`config.mk`:
```
export PLATFORM = sky130hd
export DESIGN_NAME = axi_rd_arb
export DESIGN_NICKNAME = d
export VERILOG_FILES = /design/src/rtl/axi_rd_arb.sv
export SDC_FILE = /design/constraint.sdc
export NUM_CORES = 1
export LEC_CHECK = 0
export CAP_MARGIN = 30
export CORE_MARGIN = 2
export CORE_UTILIZATION = 30
export DETAILED_ROUTE_END_ITERATION = 12
export GPL_TIMING_DRIVEN = 0
export PLACE_DENSITY = 0.9
export RECOVER_POWER = 25
export SLEW_MARGIN = 20
export SYNTH_ARGS = -nofsm -noshare
export SYNTH_HDL_FRONTEND = slang
export SYNTH_SLANG_ARGS = --single-unit
```
`constraint.sdc`:
```
create_clock -name clk -period 2.2 [get_ports clk]
set_input_delay 0.55 -clock clk [delete_from_list [all_inputs] [get_ports clk]]
set_output_delay 0.55 -clock clk [all_outputs]
set_load 0.02 [all_outputs]
```
`src/rtl/axi_rd_arb.sv`:
```
// axi_rd_arb: shares one AXI AR/R read port between the inst and data caches.
// One transaction in flight at a time; ARID 0 = inst, 1 = data; R beats are
// routed to the latched owner. Data reads wait for an idle write buffer.
// Optional macro RD_ARB_RR_EN: round-robin arbitration on conflicts
// (undefined: data always wins).
module axi_rd_arb #(
    parameter int BYTES_PER_LINE = 16,
    parameter int WORDS_PER_LINE = BYTES_PER_LINE / 4
) (
    input  logic        clk,
    input  logic        reset,
    // instruction cache
    input  logic        i_rd_req,
    output logic        i_rd_rdy,
    input  logic        i_rd_burst,
    input  logic [31:0] i_rd_addr,
    output logic        i_ret_valid,
    output logic        i_ret_last,
    output logic [31:0] i_ret_data,
    // data cache
    input  logic        d_rd_req,
    output logic        d_rd_rdy,
    input  logic        d_rd_burst,
    input  logic [31:0] d_rd_addr,
    input  logic [1:0]  d_rd_size,
    output logic        d_ret_valid,
    output logic        d_ret_last,
    output logic [31:0] d_ret_data,
    // write buffer interlock
    input  logic        wr_idle,
    output logic        read_unfinish,
    // AXI AR channel
    output logic [3:0]  arid,
    output logic [31:0] araddr,
    output logic [7:0]  arlen,
    output logic [2:0]  arsize,
    output logic [1:0]  arburst,
    output logic [1:0]  arlock,
    output logic [3:0]  arcache,
    output logic [2:0]  arprot,
    output logic        arvalid,
    input  logic        arready,
    // AXI R channel
    input  logic [3:0]  rid,
    input  logic [31:0] rdata,
    input  logic [1:0]  rresp,
    input  logic        rlast,
    input  logic        rvalid,
    output logic        rready
);

    typedef enum logic [1:0] {
        ST_IDLE,
        ST_AR,
        ST_R
    } state_t;

    state_t      state;
    logic        owner_d;   // 1 = data cache owns the current transaction
    logic [31:0] addr_q;
    logic        burst_q;
    logic [1:0]  size_q;
    logic        prefer_d;
    logic        grant_i;
    logic        grant_d;
    logic        i_elig;
    logic        d_elig;

`ifdef RD_ARB_RR_EN
    logic        last_d;    // last accepted grant went to data
`endif

    // routing follows owner only; response id and status are not consulted
    logic        unused_r;
    assign unused_r = ^{rid, rresp};

    // grant selection among eligible requesters
    always_comb begin
        i_elig = i_rd_req;
        d_elig = d_rd_req & wr_idle;
`ifdef RD_ARB_RR_EN
        prefer_d = ~last_d;
`else
        prefer_d = 1'b1;
`endif
        grant_d = d_elig & (~i_elig | prefer_d);
        grant_i = i_elig & ~grant_d;
    end

    // transaction sequencer: latch request, issue AR, drain R beats
    always_ff @(posedge clk) begin
        if (reset) begin
            state   <= ST_IDLE;
            owner_d <= 1'b0;
            addr_q  <= '0;
            burst_q <= 1'b0;
            size_q  <= '0;
`ifdef RD_ARB_RR_EN
            last_d  <= 1'b0;
`endif
        end else begin
            case (state)
                ST_IDLE: begin
                    if (grant_i | grant_d) begin
                        state   <= ST_AR;
                        owner_d <= grant_d;
                        addr_q  <= grant_d ? d_rd_addr : i_rd_addr;
                        burst_q <= grant_d ? d_rd_burst : i_rd_burst;
                        size_q  <= grant_d ? d_rd_size : 2'd2;
`ifdef RD_ARB_RR_EN
                        last_d  <= grant_d;
`endif
                    end
                end
                ST_AR: begin
                    if (arready) state <= ST_R;
                end
                ST_R: begin
                    if (rvalid & rlast) state <= ST_IDLE;
                end
                default: state <= ST_IDLE;
            endcase
        end
    end

    // handshake, AR encoding and R routing derived from registered state
    always_comb begin
        i_rd_rdy      = (state == ST_IDLE) & grant_i;
        d_rd_rdy      = (state == ST_IDLE) & grant_d;
        read_unfinish = (state != ST_IDLE);

        arvalid = (state == ST_AR);
        arid    = {3'b000, owner_d};
        araddr  = addr_q;
        arlen   = burst_q ? 8'(WORDS_PER_LINE - 1) : '0;
        arsize  = burst_q ? 3'd2 : {1'b0, size_q};
        arburst = burst_q ? 2'b01 : 2'b00;
        arlock  = '0;
        arcache = '0;
        arprot  = '0;

        rready      = (state == ST_R);
        i_ret_valid = (state == ST_R) & rvalid & ~owner_d;
        d_ret_valid = (state == ST_R) & rvalid & owner_d;
        i_ret_last  = rlast;
        d_ret_last  = rlast;
        i_ret_data  = rdata;
        d_ret_data  = rdata;
    end

endmodule

```
# --- After elaboration in Yosys (flattened, before gate mapping) ---
# Cells that the tools add are included.
totals:
  ff_bits: 38
  inputBits: 114
  output_inout_bits: 131
  elab_cells: 35
op_classes:
  n_eq_ne: 5
  mux: 10
  n_bitwise: 11
  reduce_logical: 4
ops:
  columns: ["cell", "n"]
  rows:
  - ["$mux W32", 1]
  - ["$mux W2", 6]
  - ["$and A1 B1 Y1", 8]
  - ["$pmux W2 S3", 1]
  - ["$ne A2 B1 Y1 const B", 2]
  - ["$reduce_and A3 Y1", 1]
  - ["$eq A2 B1 Y1 const B", 1]
  - ["$eq A2 B2 Y1 const B", 1]
  - ["$logic_not A2 Y1", 1]
  - ["$mux W1", 2]
  - ["$ne A2 B2 Y1 const B", 1]
  - ["$not A1 Y1", 2]
  - ["$reduce_and A2 Y1", 1]
  - ["$reduce_bool A2 Y1", 1]
  - ["$or A1 B1 Y1", 1]

# --- Longest topological paths before layout ---
# Gate-level depths: netlist (run 1).
depth:
  depth_word: 6
  depth_mapped: 5

# --- Worst setup path before layout (run 1) ---
# Ideal clock, no wire load.
synth_path:
  kind: "input -> output"
  start: "in d_rd_req"
  end: "out i_rd_rdy"
  t_arrival_ps: 1447
  setup_slack_ps: 203
  path_stages: 4
  cell_sequence: "and2_1 buf_4 buf_4 nor3_1"
synth_between:
  elab_chain_len: 4
synth_lines:
  columns: ["element", "line", "rtl"]
  rows:
  - ["from (decl)", "21", "input logic d_rd_req,"]
  - ["$and A1 B1 Y1", "80", "d_elig = d_rd_req & wr_idle;"]
  - ["$not A1 Y1", "87", "grant_i = i_elig & ~grant_d;"]
  - ["$and A1 B1 Y1", "87", null]
  - ["$and A1 B1 Y1", "128", "i_rd_rdy = (state == ST_IDLE) & grant_i;"]
  - ["to (decl)", "14", "output logic i_rd_rdy,"]
# No other way between the ends.

# --- Final worst setup path (run 1) ---
# Same ends and word-level chain as after synthesis.

==> results.env, run 1 <==
RUN_STATUS='complete, no violations'
FINALWEIGHTEDCONGESTION=0.7172
POST_ROUTE_CELLS_DRIVE_ABOVE_1_SHARE=0.2396
DPL_CELL_AREA_UM2=4523
YS.WARNINGS.COUNT=0
FINALCRITICALPERIOD_NS=2.131
ANTENNA_FOUND_INITIAL=0
NUM_IO_PINS=245
PATH_CLK_SLEW_NS=0.08
CRIT_FANOUT=10
GRT_UTIL_ALL_LAYERS=0.1822
ANTENNA_LEFT=0
CLOCK_LATENCY_LATE_SINK_NS=0.29
VIA_PER_INST=4.539
YS_TYPES=26
SKEW_NS=0.006132
R2R_SETUP_SLACK_NS=0.42
YOSYSSEQAREASHARE=0.3082
P_SW_mW=0.8196
MIN_PERIOD_OVER_PERIOD=0.9687
FINALNETCOUNT=643
GRT_START_MAX_NET_PINS=12
FINISH.CELL_COUNT_WITHOUT_FILLERS=635
SETUP.WORST_PATH.START_CLASS='input pin'
FLOORPLAN.DIE.HEIGHT_UM=94.71
SWITCHING_SHARE=0.3362
TOTAL_POWER_mW=2.438
CLK_PATH_BUF_DEPTH=2
WORST_HOLD_PATH.NUM_CELLS=2
DP_HPWL_UM=7178
MAXCAPVIOLCOUNT=0
CTS_HOLD_BUF=0
HTREE_NUM_LEVELS=2
HOLD_END='size_q[0]'
DRT-PASS1-ITER-COUNT=4
ROWS=33
SYN-CELL-AREA_UM2=2469
REG2REG_FROM='state[0]'
SYNTHDOMINANTAREACELLTYPE='sky130_fd_sc_hd__dfxtp_1'
MAX_FREQ_GHz=0.4692
WIRE_PER_INST_UM=14.09
DRT_FIRST_ITER_VIOLATIONS=67
POST-PLACE-CELLS=622
CORE-AREA_UM2=8093
SETUP_VIOLATIONS=0
CELLLEAKAGEPOWER_nW=2.034
TIMING.FINAL.MAX_SLEW_VIOLATIONS=0
SYNTHARSTFLOPSHARE=0
COMB_POWER_SHARE=0.458
NUMBER_OF_FLOPS_MAPPED_TO_ENABLE_CELLS_BY_YOSYS=0
TRITONCTS='yes'
YOSYS_MOST_USED_DFF='sky130_fd_sc_hd__dfxtp_1'
WORSTHOLDPATHTYPE='flop to flop'
DIE-WIDTH_UM=94.71
TIMING.HOLD.WORST.START='size_q[0]'
VIA_COUNT_OF_THE_FIRST_GLOBAL_ROUTING_PASS=2735
TIGHTESTPINTRANSITION_NS=0.8279
SYNTHESIS.INSTANCES=313
DETAILROUTE.VIA_COUNT=2882
AREA_GROWTH_SYN_TO_LAYOUT_PCT=88.24
SEQUENTIALPOWERSHARE=0.334
GRT_PASS1_WL_UM=12850
GLOBAL_ROUTE_TOTAL_OVERFLOW=0
REG_TO_REG_CRITICAL_PATH_ENDPOINT='araddr[18]'
PORT_BUFFERS=185
CRIT_TYPE='input pin to output port'
TRITONCTS_NUM_SINKS=38
ANTENNA_CELLS_INSERTED=0
WORST_HOLD_SLACK_NS=0.4879
SYNTH_AREA_PER_CELL_UM2=7.887
ARRIVAL_NS=1.58
PWR-SHARE-CLK=0.208
STDCELL_AREA_UM2=4647
FINALHOLDVIOLCOUNT=0
RSZ_0062_RAISED_AFTER_GLOBAL_ROUTING='no'
SLEW_LIMIT_HEADROOM=0.4481
YS_FF_LATCH=38
INTERNAL-POWER_mW=1.618
POWER_DENS_CELLS_nW_PER_UM2=524.6
CP-END-KIND='output port'
MAX-VDD-IR-DROP_mV=0.2321
CTS_MADE_BUFFERS=5
TIMING.REG2REG.WORST_PATH_DEPTH=5
YOSYS.AREA.TOP_TYPE_SHARE=0.3082
WORST-ENDPOINT-REQUIRED_NS=1.65
CELL_CHOSEN_FOR_THE_CLOCK_ROOT='sky130_fd_sc_hd__clkbuf_8'
RESIDUAL_DRC=0
POSTROUTEWIRELENGTH_UM=8944
DIEAREA_UM2=8970
MOST_AREA_CONSUMING_CELLS_AFTER_SYNTHESIS='sky130_fd_sc_hd__dfxtp_1 (31%), sky130_fd_sc_hd__buf_4 (29%), sky130_fd_sc_hd__a311oi_1 (12%), sky130_fd_sc_hd__nand2_1 (10%), sky130_fd_sc_hd__a21oi_1 (7.5%)'
INITIAL_UTILIZATION=0.3050
-- cell families (layout without fill, tap and decap cells) --
group / count (synthesis) / in the layout / synth area share
AO/OA/AOI/OAI: 75 / 75 / 0.2109
buffers and inverters: 115 / 313 / 0.3376
flip-flops: 38 / 38 / 0.3082
other: 1 / 20 / 0.001519
AND/OR/NAND/NOR: 84 / 84 / 0.1419
-- layout make-up --
cell class	instances	area (µm²)
plain buffers	111	820.8
clock buffers	7	86.33
clock inverters	1	5.005
fillers	742	3446
inverters	4	15.01
multi-input cells	179	945.9
flip-flops and latches	38	763.2
well taps	105	131.4
repair buffers	190	1879
-- flip-flops by register name (all words and copies together) (netlist names) --
name,count
owner_d,1
state,2
size_q,2
burst_q,1
araddr,32
-- layer usage --
metal  vias up  GRT usage  routed length (µm)
met4         0    0.03744                  76
li1       1392          -                   -
met3         7    0.07263                1092
met5         -          0                   0
met2       153     0.3576                4592
met1      1330     0.1777                3183
-- worst max-delay path, stage by stage --
cell,delay [ns]
sky130_fd_sc_hd__dlygate4sd2_1,0.26
sky130_fd_sc_hd__and2_1,0.17
sky130_fd_sc_hd__buf_6,0.13
sky130_fd_sc_hd__buf_4,0.18
sky130_fd_sc_hd__nor3_4,0.11
sky130_fd_sc_hd__buf_4,0.16
-- cell usage after synthesis (2+ instances only) --
cell and number:
sky130_fd_sc_hd__buf_4 97, sky130_fd_sc_hd__nand2_1 69, sky130_fd_sc_hd__dfxtp_1 38, sky130_fd_sc_hd__a21oi_1 37, sky130_fd_sc_hd__a311oi_1 33, sky130_fd_sc_hd__buf_2 6, sky130_fd_sc_hd__buf_6 4, sky130_fd_sc_hd__clkbuf_1 4
sky130_fd_sc_hd__inv_1 3, sky130_fd_sc_hd__nor2b_1 3, sky130_fd_sc_hd__nor3_1 3, sky130_fd_sc_hd__nor2_1 2
-- per-stage QoR --
stage / worst slack [ns] / setup TNS (ns) / util
floorplan: 0.2026 / 0 / -
global placement: -0.6408 / -1.615 / 0.5589
detailed placement: -0.6568 / -1.679 / 0.5589
CTS: 0.005399 / 0 / 0.5697
global route: 0.01823 / 0 / 0.5742
finish: 0.06882 / 0 / 0.5742
-- cell usage in the layout, fill, tap and decap left out, drive strengths merged, types with 2 or more instances in the layout --
master and instances:
nor2b 3, a311oi 33, inv 4, nor2 3
clkbuf 12, nand2 70, dlygate4sd2 6, nor3 3
dlygate4sd3 2, clkdlybuf4s50 174, a21oi 38, conb 20
dfxtp 38, buf 113
-- worst max-delay path by stage --
stage,start,to,slack [ns],depth (start not counted)
2_1_floorplan,d_rd_req,i_rd_rdy,0.20,4
3_3_place_gp,d_rd_req,i_rd_rdy,-0.64,6
3_5_place_dp,d_rd_req,i_rd_rdy,-0.66,6
4_1_cts,state[0],read_unfinish,0.005,3
5_1_grt,d_rd_req,i_rd_rdy,0.02,6
6_report,d_rd_req,i_rd_rdy,0.07,6
-- repair_timing --
item	in CTS	in global routing
endpoints found under the setup margin	6	3
pin swaps	0	1
setup buffers	0	5
resized for setup	19	4
-- power groups by stage --
stage | registers, mW | logic (mW) | clock network (mW)
after floorplan | 0.907 | 0.513 | 0
after global placement | 0.826 | 1.09 | 0
after detailed placement | 0.830 | 1.10 | 0
after CTS | 0.814 | 1.10 | 0.521
after global routing | 0.824 | 1.18 | 0.553
final | 0.815 | 1.12 | 0.507
No activity file was read; power rests on OpenSTA's default activity.
==> run 2: changes to the inputs <==
--- a/config.mk
+++ b/config.mk
@@ -6,8 +6,11 @@
 export NUM_CORES = 1
 export LEC_CHECK = 0
 export CAP_MARGIN = 30
+export CORE_ASPECT_RATIO = 0.5
 export CORE_MARGIN = 2
 export CORE_UTILIZATION = 30
+export CTS_CLUSTER_DIAMETER = 200
+export CTS_CLUSTER_SIZE = 40
 export DETAILED_ROUTE_END_ITERATION = 12
 export GPL_TIMING_DRIVEN = 0
 export PLACE_DENSITY = 0.9
==> run 2 against run 1 <==
First-iteration DRC count grew to 2.7 times the previous value. Routed wire length down 1.6%. Non-clock buffer count shrank 5. Sequential power is 0.5% higher. Core utilization rose by 0.84 points. Clock power increased by 44%. Maximum frequency rose by 0.54%.
==> results.env, run 2 (same netlist as run 1, synthesis figures left out) <==
SEQUENTIALPOWERSHARE=0.311
NUM_IO_PINS=245
SWITCHING_SHARE=0.3185
COMB_POWER_SHARE=0.413
CLOCK_LATENCY_LATE_SINK_NS=0.28
RUN_STATUS='complete, no violations'
CP-END-KIND='output port'
MAXCAPVIOLCOUNT=0
GLOBAL_ROUTE_TOTAL_OVERFLOW=0
MIN_PERIOD_OVER_PERIOD=0.9635
GRT_START_MAX_NET_PINS=12
WIRE_PER_INST_UM=13.82
ROWS=23
DP_HPWL_UM=7060
TIGHTESTPINTRANSITION_NS=0.7508
FINALHOLDVIOLCOUNT=0
CRITICAL_PATH_STARTPOINT='rlast'
PORT_BUFFERS=185
POST_ROUTE_CELLS_DRIVE_ABOVE_1_SHARE=0.2305
CTS_MADE_BUFFERS=5
DRT_FIRST_ITER_VIOLATIONS=182
CRIT_FANOUT=3
VIA_PER_INST=4.377
LAYOUT_COMMON_CELLS='sky130_fd_sc_hd__clkdlybuf4s50_1 (172), sky130_fd_sc_hd__buf_4 (98), sky130_fd_sc_hd__nand2_1 (69)'
DIE-WIDTH_UM=132.3
P_SW_mW=0.8397
MAX-VDD-IR-DROP_mV=0.3794
MAX_FREQ_GHz=0.4718
FINALCRITICALPERIOD_NS=2.120
AREA_GROWTH_SYN_TO_LAYOUT_PCT=88.80
TRITONCTS_NUM_SINKS=38
FINALNETCOUNT=638
SETUP.WORST_PATH.START_CLASS='input pin'
INTERNAL-POWER_mW=1.797
TOTAL_POWER_mW=2.637
SETUP_VIOLATIONS=0
PWR-SHARE-CLK=0.276
DRT-PASS1-ITER-COUNT=4
R2R_SETUP_SLACK_NS=0.40
DPL_WORST_SLACK_NS=-0.6263
DIEAREA_UM2=9015
LARGEST_REG_FLOPS=32
TOTALNEGATIVESETUPSLACK_NS=0
ANTENNA_LEFT=0
ANTENNA_FOUND_INITIAL=0
GRT_PASS1_WL_UM=12900
SLEW_LIMIT_HEADROOM=0.4995
POSTROUTEWIRELENGTH_UM=8804
WORST_HOLD_SLACK_NS=0.4816
HTREE_NUM_LEVELS=2
REG2REG_FROM='state[1]'
FLOORPLAN.DIE.HEIGHT_UM=68.15
VIA_COUNT_OF_THE_FIRST_GLOBAL_ROUTING_PASS=2696
WORST-ENDPOINT-REQUIRED_NS=1.65
RSZ_0062_RAISED_AFTER_GLOBAL_ROUTING='no'
REG_TO_REG_CRITICAL_PATH_ENDPOINT='araddr[0]'
FINAL.SETUP.WORST_SLACK_NS=0.08030
CRIT_END='i_ret_last'
INITIAL_UTILIZATION=0.3086
CRIT_TYPE='input pin to output port'
LAYOUT_COMMONEST_CELL='sky130_fd_sc_hd__clkdlybuf4s50_1'
TIMING.FINAL.MAX_SLEW_VIOLATIONS=0
ANTENNA_CELLS_INSERTED=0
RESIDUAL_DRC=0
CLK_PATH_BUF_DEPTH=2
ARRIVAL_NS=1.57
POWER_DENS_CELLS_nW_PER_UM2=565.7
FINALWEIGHTEDCONGESTION=0.8089
CELLLEAKAGEPOWER_nW=2.033
LAYOUT_UTILIZATION=0.5826
CELL_CHOSEN_FOR_THE_CLOCK_ROOT='sky130_fd_sc_hd__clkbuf_16'
CORE-AREA_UM2=8000
WORSTHOLDPATHTYPE='flop to flop'
PATH_CLK_SLEW_NS=0.05
DETAILROUTE.VIA_COUNT=2788
TIMING.REG2REG.WORST_PATH_DEPTH=5
TRITONCTS='yes'
GRT_UTIL_ALL_LAYERS=0.1787
SKEW_NS=0.007440
-- run 2: cell type report --
cell class | count | area [µm²]
fill | 695 | 3339
buffer | 111 | 814.5
inverter | 4 | 15.01
clock buffer | 7 | 142.6
clock inverter | 1 | 5.005
sequential | 38 | 762.0
tap | 112 | 140.1
timing repair buffer | 185 | 1842
multi-input combinational | 179 | 939.7
-- run 2: power by group through the flow --
| stage | Clock [mW] | Sequential (mW) | Combinational, mW |
|---|---|---|---|
| floorplan | 0 | 0.907 | 0.513 |
| global placement | 0 | 0.828 | 1.08 |
| detailed placement | 0 | 0.833 | 1.10 |
| CTS | 0.736 | 0.818 | 1.10 |
| global route | 0.766 | 0.830 | 1.15 |
| finish | 0.729 | 0.819 | 1.09 |
-- run 2: worst min-delay path by stage --
stage / start / end / slack [ns] / cells past startpoint
6_report: size_q[0] / size_q[0] / 0.48 / 2
5_1_grt: size_q[0] / size_q[0] / 0.52 / 2
4_1_cts: size_q[0] / size_q[0] / 0.48 / 2
3_5_place_dp: size_q[0] / size_q[0] / 0.47 / 2
3_3_place_gp: size_q[0] / size_q[0] / 0.46 / 2
2_1_floorplan: size_q[0] / size_q[0] / 0.45 / 2
-- run 2: stage by stage --
| step | std cells | cell area, µm² |
|---|---|---|
| final | 637 | 4661 |
| after global routing | 637 | 4661 |
| after CTS | 637 | 4668 |
| after detailed placement | 629 | 4532 |
| after global placement | 629 | 4532 |
| after floorplan | 332 | 2540 |
-- run 2: metal layers --
metal  part of all wire  GRT usage  vias to the layer above  wire, µm
li1                   -          -                     1384         -
met4              0.024    0.07661                        0       214
met3              0.060    0.03556                       19       526
met5                  0          0                        -         0
met2               0.53     0.3359                      127      4666
met1               0.39     0.2051                     1258      3395
-- run 2: worst max-delay path: stages --
cell,delay [ns]
sky130_fd_sc_hd__dlygate4sd3_1,0.57
sky130_fd_sc_hd__buf_4,0.14
sky130_fd_sc_hd__dlygate4sd2_1,0.31
-- run 2: timing repair --
action                                  in CTS  in global routing
pin swaps                                    0                  0
resized for setup                           17                  4
hold endpoints to repair                     0                  0
endpoints found under the setup margin       6                  4
setup buffers                                0                  0
hold buffers                                 0                  0
